==> src/rtl/dcache_pkg.sv <==
// Shared types and helpers for the direct-mapped, write-through data cache.
package dcache_pkg;

  localparam int DATA_W         = 32;
  localparam int SETS_DEF       = 16;
  localparam int LINE_WORDS_DEF = 4;

  typedef enum logic [1:0] {
    S_IDLE,
    S_WRITE,
    S_REFILL,
    S_DONE
  } state_t;

  function automatic int word_bits(input int line_words);
    return $clog2(line_words);
  endfunction

  function automatic int index_bits(input int sets);
    return $clog2(sets);
  endfunction

  // Tag is whatever remains above the byte offset, word select and index.
  function automatic int tag_bits(input int sets, input int line_words);
    return DATA_W - 2 - $clog2(line_words) - $clog2(sets);
  endfunction

  function automatic logic [DATA_W-1:0] merge_bytes(
    input logic [DATA_W-1:0] word,
    input logic [DATA_W-1:0] wdata,
    input logic [3:0]        wstrb
  );
    logic [DATA_W-1:0] merged;
    merged = word;
    for (int i = 0; i < 4; i++) begin
      if (wstrb[i]) merged[8*i +: 8] = wdata[8*i +: 8];
    end
    return merged;
  endfunction

endpackage

==> src/rtl/dcache_array.sv <==
// Tag/valid/data storage with a combinational hit compare; all ports address the
// line selected by the current core request.
module dcache_array
  import dcache_pkg::*;
#(
  parameter int SETS       = SETS_DEF,
  parameter int LINE_WORDS = LINE_WORDS_DEF,
  localparam int WW = word_bits(LINE_WORDS),
  localparam int IW = index_bits(SETS),
  localparam int TW = tag_bits(SETS, LINE_WORDS)
) (
  input  logic              clk,
  input  logic              rst,
  input  logic [IW-1:0]     rd_index,
  input  logic [WW-1:0]     rd_word,
  input  logic [TW-1:0]     rd_tag,
  output logic              hit,
  output logic [DATA_W-1:0] rd_data,
  input  logic              wr_en,
  input  logic [DATA_W-1:0] wr_data,
  input  logic              fill_en,
  input  logic [WW-1:0]     fill_word,
  input  logic [DATA_W-1:0] fill_data,
  input  logic              inval_en,
  input  logic              commit_en
);

  logic [SETS-1:0]   valid_q;
  logic [TW-1:0]     tag_q  [SETS];
  logic [DATA_W-1:0] data_q [SETS][LINE_WORDS];

  assign hit     = valid_q[rd_index] && (tag_q[rd_index] == rd_tag);
  assign rd_data = data_q[rd_index][rd_word];

  // NOTE: tag and data need no reset; a cleared valid bit makes their contents irrelevant.
  always_ff @(posedge clk) begin
    if (wr_en) begin
      data_q[rd_index][rd_word] <= wr_data;
    end else if (fill_en) begin
      data_q[rd_index][fill_word] <= fill_data;
    end
    if (commit_en) begin
      tag_q[rd_index] <= rd_tag;
    end
  end

  // A line becomes valid only once its last beat lands, so an aborted refill leaves nothing behind.
  always_ff @(posedge clk or posedge rst) begin
    if (rst) begin
      valid_q <= '0;
    end else if (commit_en) begin
      valid_q[rd_index] <= 1'b1;
    end else if (inval_en) begin
      valid_q[rd_index] <= 1'b0;
    end
  end

endmodule

==> src/rtl/dcache_ctrl.sv <==
// Direct-mapped write-through, no-write-allocate D-cache controller answering the MEM stage
// and refilling lines from memory over a req/ack + rvalid burst interface.
module dcache_ctrl
  import dcache_pkg::*;
#(
  parameter int SETS       = SETS_DEF,
  parameter int LINE_WORDS = LINE_WORDS_DEF
) (
  input  logic              clk,
  input  logic              rst,
  input  logic              core_req,
  input  logic              core_we,
  input  logic [DATA_W-1:0] core_addr,
  input  logic [DATA_W-1:0] core_wdata,
  input  logic [3:0]        core_wstrb,
  input  logic              Istall,
  output logic [DATA_W-1:0] Dcache_out,
  output logic              Dstall,
  output logic              mem_req,
  output logic              mem_we,
  output logic [DATA_W-1:0] mem_addr,
  output logic [DATA_W-1:0] mem_wdata,
  output logic [3:0]        mem_wstrb,
  input  logic              mem_ack,
  input  logic              mem_rvalid,
  input  logic [DATA_W-1:0] mem_rdata
);

  localparam int WW = word_bits(LINE_WORDS);
  localparam int IW = index_bits(SETS);
  localparam int TW = tag_bits(SETS, LINE_WORDS);
  localparam logic [WW-1:0] LAST_BEAT = WW'(LINE_WORDS - 1);

  logic [WW-1:0]     word_sel;
  logic [IW-1:0]     index_sel;
  logic [TW-1:0]     tag_sel;
  logic [DATA_W-1:0] line_base;
  logic              unused_addr_bits;

  assign word_sel         = core_addr[WW+1:2];
  assign index_sel        = core_addr[IW+WW+1:WW+2];
  assign tag_sel          = core_addr[DATA_W-1:IW+WW+2];
  assign line_base        = {core_addr[DATA_W-1:WW+2], {(WW+2){1'b0}}};
  assign unused_addr_bits = ^core_addr[1:0];

  state_t            state_q, state_d;
  logic [WW-1:0]     beat_q;
  logic [DATA_W-1:0] out_q;
  logic              hit;
  logic [DATA_W-1:0] rd_data;
  logic              wr_en, fill_en, inval_en, commit_en;

  dcache_array #(
    .SETS       (SETS),
    .LINE_WORDS (LINE_WORDS)
  ) u_array (
    .clk       (clk),
    .rst       (rst),
    .rd_index  (index_sel),
    .rd_word   (word_sel),
    .rd_tag    (tag_sel),
    .hit       (hit),
    .rd_data   (rd_data),
    .wr_en     (wr_en),
    .wr_data   (merge_bytes(rd_data, core_wdata, core_wstrb)),
    .fill_en   (fill_en),
    .fill_word (beat_q),
    .fill_data (mem_rdata),
    .inval_en  (inval_en),
    .commit_en (commit_en)
  );

  always_comb begin
    // NOTE: every output gets a default first so no path through the case infers a latch.
    state_d    = state_q;
    Dstall     = 1'b0;
    Dcache_out = '0;
    wr_en      = 1'b0;
    fill_en    = 1'b0;
    inval_en   = 1'b0;
    commit_en  = 1'b0;
    case (state_q)
      S_IDLE: begin
        Dstall = core_req && (core_we || !hit);
        if (core_req && core_we) begin
          state_d = S_WRITE;
          wr_en   = hit;
        end else if (core_req && !hit) begin
          state_d  = S_REFILL;
          inval_en = 1'b1;
        end else if (core_req) begin
          Dcache_out = rd_data;
        end
      end
      S_WRITE: begin
        Dstall = 1'b1;
        if (mem_ack) state_d = S_DONE;
      end
      S_REFILL: begin
        Dstall = 1'b1;
        if (mem_rvalid) begin
          fill_en = 1'b1;
          if (beat_q == LAST_BEAT) begin
            commit_en = 1'b1;
            state_d   = S_DONE;
          end
        end
      end
      S_DONE: begin
        Dcache_out = out_q;
        if (!Istall) state_d = S_IDLE;
      end
      default: state_d = S_IDLE;
    endcase
  end

  // NOTE: sequential state uses non-blocking assignments so every register samples pre-edge values.
  always_ff @(posedge clk or posedge rst) begin
    if (rst) begin
      state_q   <= S_IDLE;
      beat_q    <= '0;
      out_q     <= '0;
      mem_req   <= 1'b0;
      mem_we    <= 1'b0;
      mem_addr  <= '0;
      mem_wdata <= '0;
      mem_wstrb <= '0;
    end else begin
      state_q <= state_d;
      case (state_q)
        S_IDLE: begin
          if (state_d == S_WRITE) begin
            mem_req   <= 1'b1;
            mem_we    <= 1'b1;
            mem_addr  <= core_addr;
            mem_wdata <= core_wdata;
            mem_wstrb <= core_wstrb;
            out_q     <= '0;
          end else if (state_d == S_REFILL) begin
            mem_req   <= 1'b1;
            mem_we    <= 1'b0;
            mem_addr  <= line_base;
            mem_wdata <= '0;
            mem_wstrb <= '0;
            beat_q    <= '0;
            out_q     <= '0;
          end
        end
        S_WRITE: begin
          if (mem_ack) begin
            mem_req   <= 1'b0;
            mem_we    <= 1'b0;
            mem_addr  <= '0;
            mem_wdata <= '0;
            mem_wstrb <= '0;
          end
        end
        S_REFILL: begin
          if (mem_ack && mem_req) begin
            mem_req  <= 1'b0;
            mem_addr <= '0;
          end
          if (mem_rvalid) begin
            beat_q <= (beat_q == LAST_BEAT) ? '0 : beat_q + WW'(1);
            // Capture the requested word as it streams past; it is held through DONE.
            if (beat_q == word_sel) out_q <= mem_rdata;
          end
        end
        default: ;
      endcase
    end
  end

endmodule

==> config.mk <==
export PLATFORM = sky130hd
export DESIGN_NAME = dcache_ctrl
export DESIGN_NICKNAME = d
export VERILOG_FILES = /design/src/rtl/dcache_pkg.sv /design/src/rtl/dcache_array.sv /design/src/rtl/dcache_ctrl.sv
export SDC_FILE = /design/constraint.sdc
export NUM_CORES = 2
export LEC_CHECK = 0
export CAP_MARGIN = 10
export CORE_ASPECT_RATIO = 1.25
export CORE_MARGIN = 5
export CORE_UTILIZATION = 35
export CTS_BUF_LIST = sky130_fd_sc_hd__clkbuf_16
export DETAILED_ROUTE_END_ITERATION = 10
export PLACE_DENSITY = 0.57
export RECOVER_POWER = 100
export SLEW_MARGIN = 10
export SYNTH_ARGS = -nofsm -noshare
export SYNTH_HDL_FRONTEND = slang
export SYNTH_HIERARCHICAL = 1
export SYNTH_SLANG_ARGS = --single-unit
==> constraint.sdc <==
create_clock -name clk -period 5.6 [get_ports clk]
set_input_delay 0.56 -clock clk [delete_from_list [all_inputs] [get_ports clk]]
set_output_delay 0.56 -clock clk [all_outputs]
set_load 0.02 [all_outputs]
==> impl_metrics.py <==
metrics = {
    "routing": {
        "drcViolationCount": 0,
        "wl_per_cell_um": 31.1,
        "wirelength_mm": 280,
        "vias": 49300,
        "first_iter_violations": 5259,
        "first_pass_iters": 5,
        "ant_nets": 0,
        "avgViaCountPerCell": 5.48,
    },
    "floorplanning": {
        "num_rows": 220,
        "die_x_um": 490,
        "dieArea_um2": 299000,
        "die_height_um": 610,
        "core_um2": 287000,
        "boundaryPins": 210,
        "start_util_pct": 35.1,
    },
    "power": {
        "power_frac_clock_pct": 38.8,
        "pwr_density_cell_nw_per_um2": 385,
        "swShare_pct": 24.5,
        "p_total_w": 0.0452,
        "p_int_w": 0.0341,
        "power_leakage_nw": 38.2,
        "pwr-share-seq_pct": 49.3,
        "p_switching_w": 0.0111,
        "vdd_drop_max_uv": 318,
        "p_comb_share_pct": 11.9,
    },
    "synthesis": {
        "syn-instance-count": 4485,
        "synthesis.area_um2": 101000,
        "synthAdderAreaFrac_pct": 0.0993,
        "ys.flop_type": "edfxtp_1",
        "synth_nets": 4600,
        "synthXorXnorAreaFrac_pct": 0.191,
        "muxShareOfSynthArea_pct": 19.8,
        "yosys.area_share.simple_pct": 1.78,
        "synth-seq-cells": 2554,
        "ys_warn_count": 6,
        "synth_top_family_by_area": "multiplexers",
        "avgSynthCellArea_um2": 22.5,
        "synthArstFlopShare_pct": 4.78,
        "synth_edf_count": 2432,
        "synth_seq_area_share_pct": 75.5,
        "yosys.cell_types.count": 65,
        "synth-compound-area-share_pct": 1.34,
    },
    "final_layout": {
        "final_common_cell": "edfxtp_1",
        "mostFrequentLayoutCells": "edfxtp_1, mux4_2, clkbuf_16",
        "drive_gt1_share_pct": 29.0,
        "finalNonFillerCells": 8998,
        "syn_to_final_growth_pct": 16.5,
        "fin_nets": 5122,
    },
    "setup_path": {
        "reg2reg_depth": 16,
        "crit_type": "flop to output port",
        "crit_chain": "mux4_2, a2bb2oi_2, o221ai_2, a222oi_1, o2111ai_1, or4_4, a2111oi_4, buf_4, and4b_2, buf_12, buf_4, a22oi_1, nor2_1, buf_2, buf_4",
        "max_stage_delay_ns": 0.60,
        "cp-end-kind": "output port",
        "r2r_start": "u_array/tag_q[15][11]",
        "worstSetupStartpointType": "flop",
        "r2r_end": "u_array/data_q[6][15]",
        "cp_data_required_time_ns": 5.04,
        "cpMostUsedCell": "buf_4",
        "cp_top_family": "compound AO/OA/AOI/OAI gates",
        "arrival_ns": 4.94,
        "crit_start": "u_array/tag_q[15][11]",
        "path_buf_inv": 5,
        "cp_max_fo": 4,
        "r2r_setup_slack_ns": 0.16,
        "slowest_stage": "or4_4",
    },
    "sta": {
        "tightest_slew_ns": 2.52,
        "fin_worst_skew_ns": 0.0541,
        "slew_viol_final": 397,
        "maxSlewHeadroom_pct": -67.9,
        "hold_viol_final": 0,
        "period_minus_slack_ns": 5.50,
        "fmax_mhz": 182,
        "whs_ns": 0.267,
        "fin_ws_ns": 0.0951,
        "setup_viol": 0,
        "finalCritPeriodShare_pct": 98.3,
        "rsz0062_at_grt": "false",
        "setup_tns_ns": 0,
    },
    "worst_hold_path": {
        "hold_path.startpoint": "core_addr[4]",
        "hold-path-endpoint": "mem_addr[4]",
        "hp-class": "input port to flop",
        "hold_depth": 3,
    },
    "clocking": {
        "cts.clk_slew.worst_paths_ns": 0.06,
        "insertion_delay_ns": 0.84,
        "cts_made_buffers": 270,
        "holdBufCountCts": 0,
        "htree_levels": 5,
        "cts_root_buffer": "clkbuf_16",
        "cts.sinks": 2554,
        "cts_tree": "done",
        "ctsLongestPathBuffers": 4,
    },
    "grt": {
        "grt_max_degree": 129,
        "grt_pass1_wl_mm": 393,
        "track_usage_pct": 18.4,
        "grt_pass1_vias": 50600,
        "antenna_found_initial": 40,
        "overflow": 0,
    },
    "placement": {
        "place.gp.congestion": 0.809,
        "hpwlAfterDp_mm": 172,
        "dp_slack_ns": -0.300,
        "dp_cells": 8506,
        "portBuffers": 209,
    },
    "status": {
        "status": "finished with violations",
        "violations": "capacitance limit, slew limit",
    },
    "job": {
        "maxCapViolCount": 16,
    },
}
[cells in the mapped netlist, types with 20 or more instances]
master    number  area share, %
a22o_1        43           0.37
a22oi_1       39           0.29
buf_1         38           0.14
buf_2         61           0.30
clkbuf_1     141           0.52
dfrtp_1      122            3.0
edfxtp_1    2432             72
inv_1         57           0.21
mux2_2       137            1.5
mux2_4        25           0.37
mux2i_1       86           0.85
mux4_2       761             17
nand2_1      176           0.66
nand3_1       20          0.099
nor2_1       113           0.42
nor2b_1       39           0.24
[repair_timing]
| action | CTS | global route |
|---|---|---|
| setup buffers | 3 | 0 |
| setup endpoints to repair | 30 | 3 |
| gates resized for setup | 32 | 1 |
| pin swaps | 7 | 0 |
[registers in the layout, indices dropped and copies added (netlist names), named ones only]
register,flops
mem_wstrb,4
mem_req,1
u_array/data_q,2048
mem_addr,32
u_array/tag_q,384
state_q,2
out_q,32
mem_we,1
mem_wdata,32
beat_q,2
[logic make-up after synthesis]
kind of cell | count (synthesis)
multiplexers | 1009
flip-flops | 2554
AO/OA/AOI/OAI | 176
XOR/XNOR | 22
AND/OR/NAND/NOR | 404
buffers and inverters | 312
adder cells (fa/ha/maj) | 8
[worst min-delay path: stages]
cell and delay (ns):
buf_8 0.20, nor2b_1 0.16, mux2_1 0.14
[worst max-delay path by stage]
stage / to / depth (start not counted)
floorplan: u_array/data_q[0][100] / 16
global placement: Dcache_out[9] / 11
detailed placement: Dcache_out[9] / 11
CTS: Dcache_out[9] / 11
global route: Dcache_out[16] / 15
finish: Dcache_out[31] / 15
[power groups by stage]
stage | clock (W) | combinational [W] | sequential (W)
2_1_floorplan | 0 | 0.00312 | 0.0228
3_3_place_gp | 0 | 0.00581 | 0.0227
3_5_place_dp | 0 | 0.00595 | 0.0227
4_1_cts | 0.0180 | 0.00597 | 0.0223
5_1_grt | 0.0188 | 0.00570 | 0.0223
6_report | 0.0176 | 0.00538 | 0.0223
[per-stage QoR]
| step | utilization [%] | cell area (um2) |
|---|---|---|
| global placement | 38.7 | 111000 |
| detailed placement | 38.7 | 111000 |
| global route | 40.9 | 117000 |
| floorplan | - | 101000 |
| CTS | 41.7 | 120000 |
| finish | 40.9 | 117000 |
[area by class of cell]
class | instances | area (um2)
Inverter | 58 | 226
Sequential cell | 2554 | 76100
Tap cell | 3774 | 4720
Clock buffer | 282 | 7060
Multi-Input combinational cell | 1619 | 23500
Fill cell | 25000 | 170000
Clock inverter | 196 | 1580
Antenna cell | 11 | 27.5
Timing Repair Buffer | 504 | 4230
[metal layers]
layer	GRT usage (%)	wire length, um
met3	3.04	16800
met5	0	27
met2	32.1	145000
met1	23.4	109000
met4	5.76	9300
Power figures use the tool's default switching activity.
